`src/rtl/imem_ctrl_pkg.sv`:
```
// Shared types and constants for the instruction-memory boot controller.
package imem_ctrl_pkg;

    localparam int          XLEN_DEF = 32;
    localparam logic [31:0] NOP_INST = 32'h0000_0013;

    typedef enum logic [1:0] {
        ST_LOAD = 2'b00,
        ST_RUN  = 2'b01,
        ST_ERR  = 2'b10
    } state_e;

endpackage

```
`src/rtl/imem_fetch_guard.sv`:
```
// Fetch address guard: flags misaligned or beyond-image PCs and substitutes a NOP.
// Purely combinational, zero latency; no backpressure.
module imem_fetch_guard #(
    parameter int               XLEN     = imem_ctrl_pkg::XLEN_DEF,
    parameter int               AW       = 6,
    parameter logic [XLEN-1:0]  NOP_INST = imem_ctrl_pkg::NOP_INST
) (
    input  logic [XLEN-1:0] fetch_addr_i,
    input  logic [AW:0]     load_count_i,
    input  logic [XLEN-1:0] mem_rdata_i,
    output logic [XLEN-1:0] inst_o,
    output logic            fault_o
);

    logic [XLEN-3:0] word_idx;

    // Full upper address is compared so a large PC can never alias into the image.
    assign word_idx = fetch_addr_i[XLEN-1:2];
    assign fault_o  = (fetch_addr_i[1:0] != 2'b00) || (word_idx >= (XLEN-2)'(load_count_i));
    assign inst_o   = fault_o ? NOP_INST : mem_rdata_i;

endmodule

```
`src/rtl/imem_boot_ctrl.sv`:
```
// Boot/arbitration controller for the fetch instruction memory: loads an image, then hands off to fetch.
// Fetch path zero latency; loader ready only in LOAD. Optional checksum check under IMEM_CKSUM_EN.
module imem_boot_ctrl #(
    parameter int               XLEN     = imem_ctrl_pkg::XLEN_DEF,
    parameter int               DEPTH    = 40,
    parameter int               AW       = $clog2(DEPTH),
    parameter logic [XLEN-1:0]  NOP_INST = imem_ctrl_pkg::NOP_INST
) (
    input  logic            clk,
    input  logic            reset,
    input  logic            ld_valid,
    output logic            ld_ready,
    input  logic [XLEN-1:0] ld_data,
    input  logic            ld_last,
    input  logic            reload_req,
    input  logic [XLEN-1:0] fetch_addr,
    output logic [XLEN-1:0] fetch_inst,
    output logic            fetch_fault,
    output logic            cpu_hold,
    output logic            pc_clear,
    output logic            mem_we,
    output logic [AW-1:0]   mem_addr,
    output logic [XLEN-1:0] mem_wdata,
    input  logic [XLEN-1:0] mem_rdata,
    output logic [AW:0]     load_count,
`ifdef IMEM_CKSUM_EN
    input  logic [XLEN-1:0] cksum_exp,
    output logic [XLEN-1:0] cksum_o,
`endif
    output logic [1:0]      state_o
);

    import imem_ctrl_pkg::*;

    localparam logic [AW:0] LAST_IDX = (AW+1)'(DEPTH-1);
    localparam logic [AW:0] CNT_ONE  = (AW+1)'(1);

    state_e          state_q, state_d;
    logic [AW:0]     cnt_q, cnt_d;
    logic            pc_clear_q, pc_clear_d;
    logic            xfer;
    logic            cksum_bad;
    logic [XLEN-1:0] guard_inst;
    logic            guard_fault;

`ifdef IMEM_CKSUM_EN
    logic [XLEN-1:0] cksum_q, cksum_d;
    assign cksum_bad = ld_last && ((cksum_q + ld_data) != cksum_exp);
    assign cksum_o   = cksum_q;
`else
    assign cksum_bad = 1'b0;
`endif

    imem_fetch_guard #(
        .XLEN     (XLEN),
        .AW       (AW),
        .NOP_INST (NOP_INST)
    ) u_guard (
        .fetch_addr_i (fetch_addr),
        .load_count_i (cnt_q),
        .mem_rdata_i  (mem_rdata),
        .inst_o       (guard_inst),
        .fault_o      (guard_fault)
    );

    always_comb begin
        state_d     = state_q;
        cnt_d       = cnt_q;
        pc_clear_d  = 1'b0;
        ld_ready    = 1'b0;
        xfer        = 1'b0;
        cpu_hold    = 1'b1;
        mem_we      = 1'b0;
        mem_addr    = fetch_addr[AW+1:2];
        fetch_inst  = NOP_INST;
        fetch_fault = 1'b0;
`ifdef IMEM_CKSUM_EN
        cksum_d     = cksum_q;
`endif
        case (state_q)
            ST_LOAD: begin
                // Ready is held low while reset is asserted, even though the state reads LOAD.
                ld_ready = reset;
                xfer     = ld_valid && reset;
                mem_we   = xfer;
                mem_addr = cnt_q[AW-1:0];
                if (xfer) begin
                    cnt_d = cnt_q + CNT_ONE;
`ifdef IMEM_CKSUM_EN
                    cksum_d = cksum_q + ld_data;
`endif
                    if (ld_last || (cnt_q == LAST_IDX)) begin
                        if (cksum_bad) begin
                            state_d = ST_ERR;
                        end else begin
                            state_d    = ST_RUN;
                            pc_clear_d = 1'b1;
                        end
                    end
                end
            end
            ST_RUN: begin
                cpu_hold    = 1'b0;
                fetch_inst  = guard_inst;
                fetch_fault = guard_fault;
                if (reload_req) begin
                    state_d = ST_LOAD;
                    cnt_d   = '0;
`ifdef IMEM_CKSUM_EN
                    cksum_d = '0;
`endif
                end
            end
            ST_ERR: begin
                if (reload_req) begin
                    state_d = ST_LOAD;
                    cnt_d   = '0;
`ifdef IMEM_CKSUM_EN
                    cksum_d = '0;
`endif
                end
            end
            default: begin
                state_d = ST_LOAD;
                cnt_d   = '0;
            end
        endcase
    end

    always_ff @(posedge clk or negedge reset) begin
        if (!reset) begin
            state_q    <= ST_LOAD;
            cnt_q      <= '0;
            pc_clear_q <= 1'b0;
`ifdef IMEM_CKSUM_EN
            cksum_q    <= '0;
`endif
        end else begin
            state_q    <= state_d;
            cnt_q      <= cnt_d;
            pc_clear_q <= pc_clear_d;
`ifdef IMEM_CKSUM_EN
            cksum_q    <= cksum_d;
`endif
        end
    end

    assign mem_wdata  = ld_data;
    assign load_count = cnt_q;
    assign pc_clear   = pc_clear_q;
    assign state_o    = state_q;

endmodule

```
`config.mk`:
```
export PLATFORM = sky130hd
export DESIGN_NAME = imem_boot_ctrl
export DESIGN_NICKNAME = d
export VERILOG_FILES = /design/src/rtl/imem_ctrl_pkg.sv /design/src/rtl/imem_fetch_guard.sv /design/src/rtl/imem_boot_ctrl.sv
export SDC_FILE = /design/constraint.sdc
export NUM_CORES = 1
export LEC_CHECK = 0
export BUFFER_PORTS_ARGS = -buffer_cell sky130_fd_sc_hd__buf_2
export CORE_MARGIN = 10
export CORE_UTILIZATION = 32
export DETAILED_ROUTE_END_ITERATION = 8
export HOLD_SLACK_MARGIN = 0.12
export PLACE_DENSITY = 0.91
export REMOVE_ABC_BUFFERS = 1
export SYNTH_ARGS = -nofsm -noshare
export SYNTH_HDL_FRONTEND = slang
export SYNTH_SLANG_ARGS = --single-unit
```
`constraint.sdc`:
```
create_clock -name clk -period 4.7 [get_ports clk]
set_clock_uncertainty 0.15 [all_clocks]
set_input_delay 0.94 -clock clk [delete_from_list [all_inputs] [get_ports clk]]
set_output_delay 0.94 -clock clk [all_outputs]
set_load 0.005 [all_outputs]
```
**After elaboration in Yosys (flattened, before gate mapping)**

Cells that the tools add are included.

- Logic and storage cells: 36
- Bits of input ports: 101
- Bits in registers: 10

- Reductions and logical operators: 8
- $lt $le $gt $ge: 1
- Equal/unequal tests: 6
- Add/subtract/negate cells: 1
- Muxes and demuxes: 17

Operators with widths:

| operator | count |
|---|---|
| 32-bit two-way mux | 2 |
| 30-bit by 7-bit >= comparator with 1-bit output | 1 |
| 7-bit two-way mux | 2 |
| 7-bit case mux with 2 select lines | 1 |
| 7-bit by 1-bit adder with 7-bit output, second input constant | 1 |
| 7-bit by 6-bit equality test with 1-bit output, second input constant | 1 |
| 1-bit two-way mux | 7 |
| 2-bit two-way mux | 3 |
| 6-bit two-way mux | 1 |
| 2-bit != test, second input constant | 2 |
| 2-bit case mux with 2 select lines | 1 |
| 3-bit AND reduction | 1 |
| 2-bit by 1-bit equality test with 1-bit output, second input constant | 1 |
| 2-bit equality test, second input constant | 1 |
| 2-bit zero test | 1 |
| 1-bit logical OR | 2 |
| 2-bit by 1-bit != test with 1-bit output, second input constant | 1 |
| 2-bit AND reduction | 1 |
| 2-bit nonzero test | 1 |
| 2-bit OR reduction | 1 |
| 1-bit logical AND | 1 |

**Longest topological paths before layout**

- Word-level depth: 5
- Mapped depth: 8

**Cells and area by module**

A second synthesis with hierarchy kept.

- Cell total of the unflattened synthesis: 197
- Area total of the unflattened synthesis: 1621.6 sq um

Modules (own cells, without submodules):

| module | instances | cells each | seq. area each (sq um) | area an instance (sq um) |
|---|---|---|---|---|
| imem_boot_ctrl | 1 | 122 | 225.2 | 996.0 |
| imem_fetch_guard | 1 | 75 | 0.0 | 625.6 |

**Worst setup path before layout**

OpenSTA, ideal clock, no wires.

- Path kind: input to output
- Start: input fetch_addr[7]
- End: output fetch_inst[4]
- Stages on the path: 7
- Slack: 0.957 ns
- Arrival: 2.653 ns
- Cell sequence: ha_1 > and4_1 > and4_1 > or4_1 > buf_2 > buf_6 > or3_1

- Longest elaborated chain between the ends: 4

Ends and longest elaborated chain:

| what | line | RTL |
|---|---|---|
| start: declaration | imem_boot_ctrl.sv:16 | `input logic [XLEN-1:0] fetch_addr,` |
| 30-bit by 7-bit >= comparator with 1-bit output | imem_fetch_guard.sv:19 | `assign fault_o = (fetch_addr_i[1:0] != 2'b00) \|\| (word_idx >= (XLEN-2)'(load_count_i));` |
| 1-bit logical OR | imem_fetch_guard.sv:19 |  |
| 32-bit two-way mux | imem_fetch_guard.sv:20 | `assign inst_o = fault_o ? NOP_INST : mem_rdata_i;` |
| 32-bit two-way mux | imem_boot_ctrl.sv:80 | `case (state_q)` |
| end: declaration | imem_boot_ctrl.sv:17 | `output logic [XLEN-1:0] fetch_inst,` |

No other way between the ends.

**Final worst setup path**

- Start: input fetch_addr[7]
- End: output fetch_inst[0]

Same word-level chain as after synthesis.

==> summary.md <==
| Metric | Value |
|---|---|
| Status | `finished, final reports clean` |
| Worst Path Required | `3.61 ns` |
| Post-synth EDFFs | `0` |
| Fmax | `~250 MHz` |
| HP Class | `input pin to async pin` |
| Tmin final | `4.01 ns` |
| Grt total ovfl | `0` |
| Largest family of logic cells by synthesized area | `simple AND/OR/NAND/NOR gates` |
| Initial DRC Count | `37` |
| DRC Markers | `0` |
| Die X | `82.3 um` |
| Yosys top cell area share | `0.200` |
| Met3 Use GR | `0.144` |
| DPL Wire Length | `5.95 mm` |
| Final Wtd Congestion | `0.847` |
| Htree depth | `1` |
| Clock power frac | `0.258` |
| Initial Util | `0.334` |
| Top post-synthesis cells by area | `buf_4 (20%), dfrtp_1 (18%), nor3b_1 (18%)` |
| Adder-cell area share of the yosys netlist | `0.0806` |
| Grt peak-use layer | `met2` |
| Clock Tree Root | `clkbuf_8` |
| Commonest non-fill, non-tap cell in the layout | `buf_2` |
| Setup bufs post-CTS | `0` |
| Max Cap Viol | `0` |
| CTS tree | `done` |
| Detailed-route via count | `around 1.4k` |
| Mapped Area | `1240 um2` |
| Final Max Tran Viols | `0` |
| Synth-to-Final Area Change | `34.6%` |
| Syn Area/Cell | `roughly 7.7 um2` |
| GRT met2 Usage | `0.318` |
| Via density | `4.96` |
| Yosys warns | `0` |
| Top_reg_cell synth | `dfrtp_1` |
| Placed Area | `1630 um2` |
| Gate power share | `0.415` |
| Clk_lat worst skew | `0.23 ns` |
| Largest net degree at the start of global routing | `34` |
| Seq pwr share | `0.327` |
| Cts hold-fix bufs | `0` |
| Worst VDD drop | `0.174 mV` |
| First-pass GRT wire length | `8.61 mm` |
| GRT Overall Usage | `0.177` |
| XOR/XNOR Fraction of Synth Area | `0.0353` |
| Period utilization | `0.854` |
| Sw Pwr | `0.000116 W` |
| Clk slew on worst S/H paths | `0.04 ns` |
| IO buf count | `119` |
| Antenna violations before repair | `0` |
| Sw Ratio | `0.340` |
| Worst setup SP type | `input pin` |
| Critical path class | `input pin to output pin` |
| Endpoints failing setup | `0` |
| Rows | `22` |
| Multiplexer area fraction after synthesis | `0.00907` |
| Simple logic cell fraction of the synthesized area | `0.357` |
| Reg-to-Reg Start | `state_o[0]` |
| Crit end category | `output pin` |
| Top-Level Pins | `between 150 and 200` |
| Critical Path Fanout Max | `32` |
| Die Footprint | `6770 um2` |
| RSZ-0062 raised after global routing | `no` |
| Leading area contributor after synthesis | `buf_4` |
| Ant diodes | `0` |
| CTS max path bufs | `2` |
| Pwr/cell area | `around 200 nW/um2` |
| Core Area | `approximately 3700 um2` |
| Crit path launch | `fetch_addr[7]` |
| CP arrival | `roughly 3 ns` |
| Post-synthesis sequential area ratio | `0.181` |
| Unique masters post-synth | `31` |
| Routed len/inst | `between 20 and 25 um` |
| Met1 Use GR | `0.148` |
| Compound-Gate Fraction of Synth Area | `0.0706` |
| Setup TNS | `0 ns` |
| Share of layout cells above drive strength 1 | `0.516` |
| Gate Count Post-Synth | `161` |
| Nets | `354` |
| Vert. Die Dim | `82.3 um` |
| Final Hold Viols | `0` |
| Post-route cell area | `1670 um2` |
| First-pass DRT Iterations | `4` |
| P_leak | `a little over 0.9 nW` |
| Synth Register Bits | `9` |
| WL final | `6.52 mm` |
| # resized after CTS | `0` |
| Total CTS buffers | `3` |
| Commonest non-fill, non-tap cells in the layout | `buf_2 (119), nor3b_1 (29), nand2_1 (11)` |
| Vias in the first global route | `around 1.5k` |
| Async SR Flop Fraction | `1.00` |
| Int Power | `0.000224 W` |
| CTS Sinks | `9` |
| Antenna viol nets, final | `0` |
-- synthesized netlist by cell type, types with 2 or more instances --
cell type,n
dfrtp_1,9
nor2b_1,3
clkbuf_1,5
ha_1,8
nor3b_1,29
and4_1,2
xnor2_1,5
and3_1,2
nand2_1,11
buf_2,3
nand4_1,4
inv_1,8
or3_1,3
nand3_1,2
buf_4,33
o21ai_0,7
nor4_1,6
nor2_1,8
-- kinds of logic after synthesis --
family | count (synthesis)
compound gates | 14
xor+xnor | 5
fa+ha+maj | 8
buf+inv | 51
flops | 9
mux | 1
other cells | 1
simple gates | 72
-- sequential cells by signal, indices dropped and copies added, names as in the netlist --
name	count
load_count	7
pc_clear	1
state_o	1
-- power by group through the flow --
| stage | Clock (W) | Sequential, W | Combinational [W] |
|---|---|---|---|
| global route | 0.0000932 | 0.000114 | 0.000163 |
| floorplan | 0 | 0.000109 | 0.0000655 |
| global placement | 0 | 0.000111 | 0.000139 |
| CTS | 0.0000901 | 0.000111 | 0.000144 |
| finish | 0.0000877 | 0.000111 | 0.000141 |
| detailed placement | 0 | 0.000112 | 0.000143 |
-- routing by layer --
| metal | share of wire | vias to the layer above | wire, um |
|---|---|---|---|
| li1 | - | 689 | - |
| met1 | 0.29 | 626 | 1920 |
| met2 | 0.49 | 124 | 3170 |
| met3 | 0.21 | 7 | 1340 |
| met4 | 0.0049 | 2 | 32 |
| met5 | 0.0089 | - | 58 |
-- cell type report --
cell class,instances,area (um2)
clock buffer,4,45.0
fill,373,2050
inverter,9,33.8
multi-input combinational,101,696
sequential,9,225
tap,48,60.1
timing repair buffer,121,611
-- metrics by stage --
stage | utilization | setup slack [ns] | power, W | cells | hold slack, ns
final | 0.449 | 0.686 | 0.000340 | 292 | 0.414
after global placement | 0.437 | 0.696 | 0.000250 | 288 | 0.446
after CTS | 0.449 | 0.675 | 0.000345 | 292 | 0.416
after floorplan | - | 0.536 | 0.000174 | 119 | 0.404
after detailed placement | 0.437 | 0.675 | 0.000255 | 288 | 0.480
after global routing | 0.449 | 0.547 | 0.000371 | 292 | 0.428
-- worst max-delay path, stage by stage --
cell and delay, ns:
buf_2 0.11, ha_1 0.31, and4_1 0.23, and4_1 0.19, or4_1 0.46, buf_4 0.24
or3_1 0.31, buf_2 0.13
-- path summary, 6_finish.rpt --
path / end / slack (ns) / cells after the start
max: fetch_inst[0] / 0.69 / 8
min: load_count[2] / 0.41 / 1
max reg2reg: load_count[6] / 2.97 / 6
min reg2reg: load_count[0] / 0.49 / 2
max in group asynchronous: load_count[1] / 3.80 / 1
min in group clk: load_count[0] / 0.49 / 2
No activity file was read; power rests on OpenSTA's default activity.
